File: src/rtl/alu_32_pkg.sv
// Shared constants for the alu_32 execute-stage ALU: datapath width and opcode map.
package alu_32_pkg;

  localparam int unsigned ALU_WIDTH = 32;
  localparam int unsigned OP_W      = 3;

  localparam logic [OP_W-1:0] OP_NOTA = 3'b000;
  localparam logic [OP_W-1:0] OP_NOTB = 3'b001;
  localparam logic [OP_W-1:0] OP_AND  = 3'b010;
  localparam logic [OP_W-1:0] OP_OR   = 3'b011;
  localparam logic [OP_W-1:0] OP_XOR  = 3'b100;
  localparam logic [OP_W-1:0] OP_XNOR = 3'b101;
  localparam logic [OP_W-1:0] OP_ADD  = 3'b110;
  localparam logic [OP_W-1:0] OP_SUB  = 3'b111;

endpackage

File: src/rtl/alu_32_core.sv
// Combinational ALU core: op mux, shared adder/subtractor and C/N/Z/V flag generation.
module alu_32_core
  import alu_32_pkg::*;
#(
  parameter int unsigned WIDTH = ALU_WIDTH
) (
  input  logic [WIDTH-1:0] i_a,
  input  logic [WIDTH-1:0] i_b,
  input  logic [OP_W-1:0]  i_op,
  output logic [WIDTH-1:0] o_result_c,
  output logic             o_c_c,
  output logic             o_n_c,
  output logic             o_z_c,
  output logic             o_v_c
);

  logic             w_sub;
  logic [WIDTH-1:0] w_b_eff;
  logic [WIDTH:0]   w_sum;
  logic             w_arith_v;

  // Subtraction reuses the adder as a + ~b + 1, so carry-out means "no borrow".
  assign w_sub     = (i_op == OP_SUB);
  assign w_b_eff   = w_sub ? ~i_b : i_b;
  assign w_sum     = {1'b0, i_a} + {1'b0, w_b_eff} + (WIDTH+1)'(w_sub);
  assign w_arith_v = (i_a[WIDTH-1] == w_b_eff[WIDTH-1]) &&
                     (w_sum[WIDTH-1] != i_a[WIDTH-1]);

  always_comb begin
    o_result_c = '0;
    o_c_c      = 1'b0;
    o_v_c      = 1'b0;
    case (i_op)
      OP_NOTA: o_result_c = ~i_a;
      OP_NOTB: o_result_c = ~i_b;
      OP_AND:  o_result_c = i_a & i_b;
      OP_OR:   o_result_c = i_a | i_b;
      OP_XOR:  o_result_c = i_a ^ i_b;
      OP_XNOR: o_result_c = ~(i_a ^ i_b);
      OP_ADD, OP_SUB: begin
        o_result_c = w_sum[WIDTH-1:0];
        o_c_c      = w_sum[WIDTH];
        o_v_c      = w_arith_v;
      end
      default: o_result_c = '0;
    endcase
  end

  assign o_n_c = o_result_c[WIDTH-1];
  assign o_z_c = (o_result_c == '0);

endmodule

File: src/rtl/alu_32.sv
// Execute-stage ALU: combinational core followed by a single output register stage.
module alu_32
  import alu_32_pkg::*;
#(
  parameter int unsigned WIDTH = ALU_WIDTH
) (
  input  logic             clk,
  input  logic             reset_n,
  input  logic [WIDTH-1:0] a,
  input  logic [WIDTH-1:0] b,
  input  logic [OP_W-1:0]  op,
  output logic [WIDTH-1:0] result,
  output logic             c,
  output logic             n,
  output logic             z,
  output logic             v
);

  logic [WIDTH-1:0] w_result;
  logic             w_c;
  logic             w_n;
  logic             w_z;
  logic             w_v;

  logic [WIDTH-1:0] r_result;
  logic             r_c;
  logic             r_n;
  logic             r_z;
  logic             r_v;

  alu_32_core #(.WIDTH(WIDTH)) u_core (
    .i_a        (a),
    .i_b        (b),
    .i_op       (op),
    .o_result_c (w_result),
    .o_c_c      (w_c),
    .o_n_c      (w_n),
    .o_z_c      (w_z),
    .o_v_c      (w_v)
  );

  // Loads every cycle; reset clears the in-flight result.
  always_ff @(posedge clk or negedge reset_n) begin
    if (!reset_n) begin
      r_result <= '0;
      r_c      <= 1'b0;
      r_n      <= 1'b0;
      r_z      <= 1'b0;
      r_v      <= 1'b0;
    end else begin
      r_result <= w_result;
      r_c      <= w_c;
      r_n      <= w_n;
      r_z      <= w_z;
      r_v      <= w_v;
    end
  end

  assign result = r_result;
  assign c      = r_c;
  assign n      = r_n;
  assign z      = r_z;
  assign v      = r_v;

endmodule

File: config.mk
export PLATFORM = sky130hd
export DESIGN_NAME = alu_32
export DESIGN_NICKNAME = d
export VERILOG_FILES = /design/src/rtl/alu_32_pkg.sv /design/src/rtl/alu_32_core.sv /design/src/rtl/alu_32.sv
export SDC_FILE = /design/constraint.sdc
export NUM_CORES = 1
export LEC_CHECK = 0
export ABC_AREA = 1
export BUFFER_PORTS_ARGS = -buffer_cell sky130_fd_sc_hd__buf_2
export CAP_MARGIN = 20
export CORE_MARGIN = 4
export CORE_UTILIZATION = 30
export CTS_BUF_LIST = sky130_fd_sc_hd__clkbuf_2
export DETAILED_ROUTE_END_ITERATION = 8
export GPL_ROUTABILITY_DRIVEN = 0
export GPL_TIMING_DRIVEN = 0
export PLACE_DENSITY = 0.57
export SYNTH_ARGS = -nofsm -noshare
export SYNTH_HDL_FRONTEND = slang
export SYNTH_SLANG_ARGS = --single-unit
File: constraint.sdc
create_clock -name clk -period 1 [get_ports clk]
set_clock_uncertainty 0.2 [all_clocks]
set_input_delay 0.2 -clock clk [delete_from_list [all_inputs] [get_ports clk]]
set_output_delay 0.2 -clock clk [all_outputs]
set_load 0.05 [all_outputs]
==> metrics.yaml <==
syn_avg_cell_area_um2: 5.96
grt_pass1_wl_mm: 38.0
grt_usage_pct: 20.2
start_util_pct: 30.4
final_cell_mix: "nand2_1, inv_1, nand2_2"
layout.nets: 1399
violations: "hold timing, setup timing"
fin_crit_sh_pct: 270
viasPerCell: 5.00
hold_viol_final: 43
hold_class: "input pin to async pin"
grt_setup_unrepaired: "true"
async_reset_ff_share_pct: 100
cts_buffers: 5
stdcell_count: 1507
slew_violations: 0
ys_warn_count: 0
antenna_found_initial: 1
first_pass_iters: 7
synth_fp_nets: 1237
maxSlewHeadroom_pct: 46.3
cp-end-kind: "register"
drive_above_1_share_pct: 40.4
cts_root_buffer: "clkbuf_2"
worstSetupStartpointType: "input pin"
path_class: "input pin to register"
clockBufferDepth: 2
fmax_mhz: 370
worst_hold_slack_ns: -0.339
wl_per_cell_um: 16.8
cts_num_sinks: 35
stdcell_area_um2: 9600
setup_viol: 71
ys_ff_latch: 35
total_power_w: 0.00910
row_count: 53
drcViolationCount: 0
power_density_nw_per_um2: 948
clk_pin_slew_ns: 0.17
die_w_um: 154
dieHeight_um: 154
cp.arrival_ns: 2.80
htreeDepth: 2
drv_cap: 0
postLayoutSetupSlackWorst_ns: -1.70
synth_area_um2: 6370
period_needed_ns: 2.70
synth_ff_type: "dfrtp_1"
grt.overflow.total: 0
dp.cells: 1447
dpl-instance-area_um2: 7470
wl_mm: 25.4
power.leakage_nw: 4.87
tightestPinTransition_ns: 0.805
final_common_cell: "nand2_1"
cts_tree: "yes"
syn_inst: 1069
cp-startpoint: "op[1]"
die_area_um2: 23600
num_vias: 7542
grt_pass1_vias: 7013
outcome: "finished with violations"
syn_to_final_growth_pct: 50.6
drtIter0Drc: 587
cp_max_fo: 8
synth-edff-count: 0
grt_max_degree: 36
dp_hpwl_mm: 19.8
cp.required_ns: 1.10
yosysUniqueCellTypes: 39
pin_count: 105
ir_worst_vdd_v: 0.000326
seq_area_frac_synth_pct: 13.7
route.antenna.remaining_nets: 0
core_area_um2: 21000
placement.io_buffers: 103
[where the power goes]
group | switching, W | internal, W | total (W)
Clock | 0.000416 | 0.000148 | 0.000563
Sequential | 0.000104 | 0.00163 | 0.00174
Combinational | 0.00421 | 0.00259 | 0.00680
Total | 0.00473 | 0.00437 | 0.00910
[sequential cells by signal, indices dropped and copies added, names as in the netlist]
| signal | count |
|---|---|
| v | 1 |
| z | 1 |
| result | 31 |
| n | 1 |
| c | 1 |
[what timing repair did]
action,4_1_cts,5_1_grt
setup buffers,35,15
pin swaps,88,76
resized for setup,258,148
endpoints found under the setup margin,71,71
endpoints found under the hold margin,52,45
cloned,2,0
[layer usage]
layer	part of all wire, %	global-route usage, %	up-vias
li1	-	-	3692
met1	43	27.0	3503
met2	46	33.7	290
met3	7.2	1.91	57
met4	3.8	7.61	0
met5	0	0	-
[worst paths after layout]
path | to | slack [ns] | cells past startpoint
min in group clk | v | -0.07 | 3
worst min-delay path | result[25] | -0.34 | 1
worst max-delay path | z | -1.70 | 23
max in group asynchronous | n | 0.43 | 1
[cell families after synthesis]
group | count (synthesis) | synth area share, %
compound gates | 146 | 12.8
xor+xnor | 33 | 4.53
fa+ha+maj | 99 | 19.6
buf+inv | 241 | 14.8
flops | 35 | 13.7
simple gates | 515 | 34.5
[cell type report]
class                           instances  area (um^2)
Antenna cell                            1         2.50
Inverter                              213          806
Sequential cell                        35          877
Clock buffer                            5         25.0
Clock inverter                          2         8.76
Fill cell                            2081        11400
Multi-Input combinational cell        793         6070
Tap cell                              275          344
Timing Repair Buffer                  155         1200
Buffer                                 28          268
[stage by stage]
stage,util [%],hold WS [ns],setup slack (ns),TNS (ns)
2_1_floorplan,-,-0.296,-1.61,-43.38
3_3_place_gp,35.6,0.0947,-2.45,-64.74
3_5_place_dp,35.6,0.0991,-2.46,-65.15
4_1_cts,42.3,-0.344,-1.66,-53.94
5_1_grt,45.8,-0.300,-1.84,-59.58
6_report,45.8,-0.339,-1.70,-55.12
[critical path, stage by stage]
cell	delay (ns)
buf_8	0.10
buf_8	0.11
nand3_4	0.08
buf_12	0.15
clkbuf_16	0.19
xor2_4	0.20
ha_4	0.25
nand2_1	0.08
nand2_2	0.09
inv_1	0.07
nand2_2	0.05
inv_2	0.05
nand2_1	0.07
nand2_1	0.11
nand2_2	0.12
xor2_1	0.18
nand2_1	0.12
nand3_2	0.09
nand2_2	0.10
nand2_1	0.06
nor2_2	0.14
nand4_1	0.10
nor2_1	0.09
[cell usage after synthesis (2+ instances only)]
cell,count,area [um^2]
nand3b_1,8,60.1
nand2_2,6,37.5
nand3_1,65,325
ha_1,98,1230
nand2_4,2,22.5
nor3b_1,2,15.0
nor2_2,2,12.5
inv_1,209,785
a2111oi_0,6,52.6
nor3_1,11,55.1
nor2_1,95,357
nand4_1,15,93.8
buf_4,5,37.5
dfrtp_1,35,876
o22ai_1,23,144
o21bai_1,4,30.0
a21boi_0,2,15.0
buf_2,12,60.1
a21oi_1,39,195
clkbuf_1,9,33.8
nor4_1,10,62.6
nand2_1,294,1100
o21ai_1,6,30.0
o21a_1,2,15.0
o21ai_0,60,300
inv_2,4,15.0
xor2_1,33,289
Power figures use the tool's default switching activity.
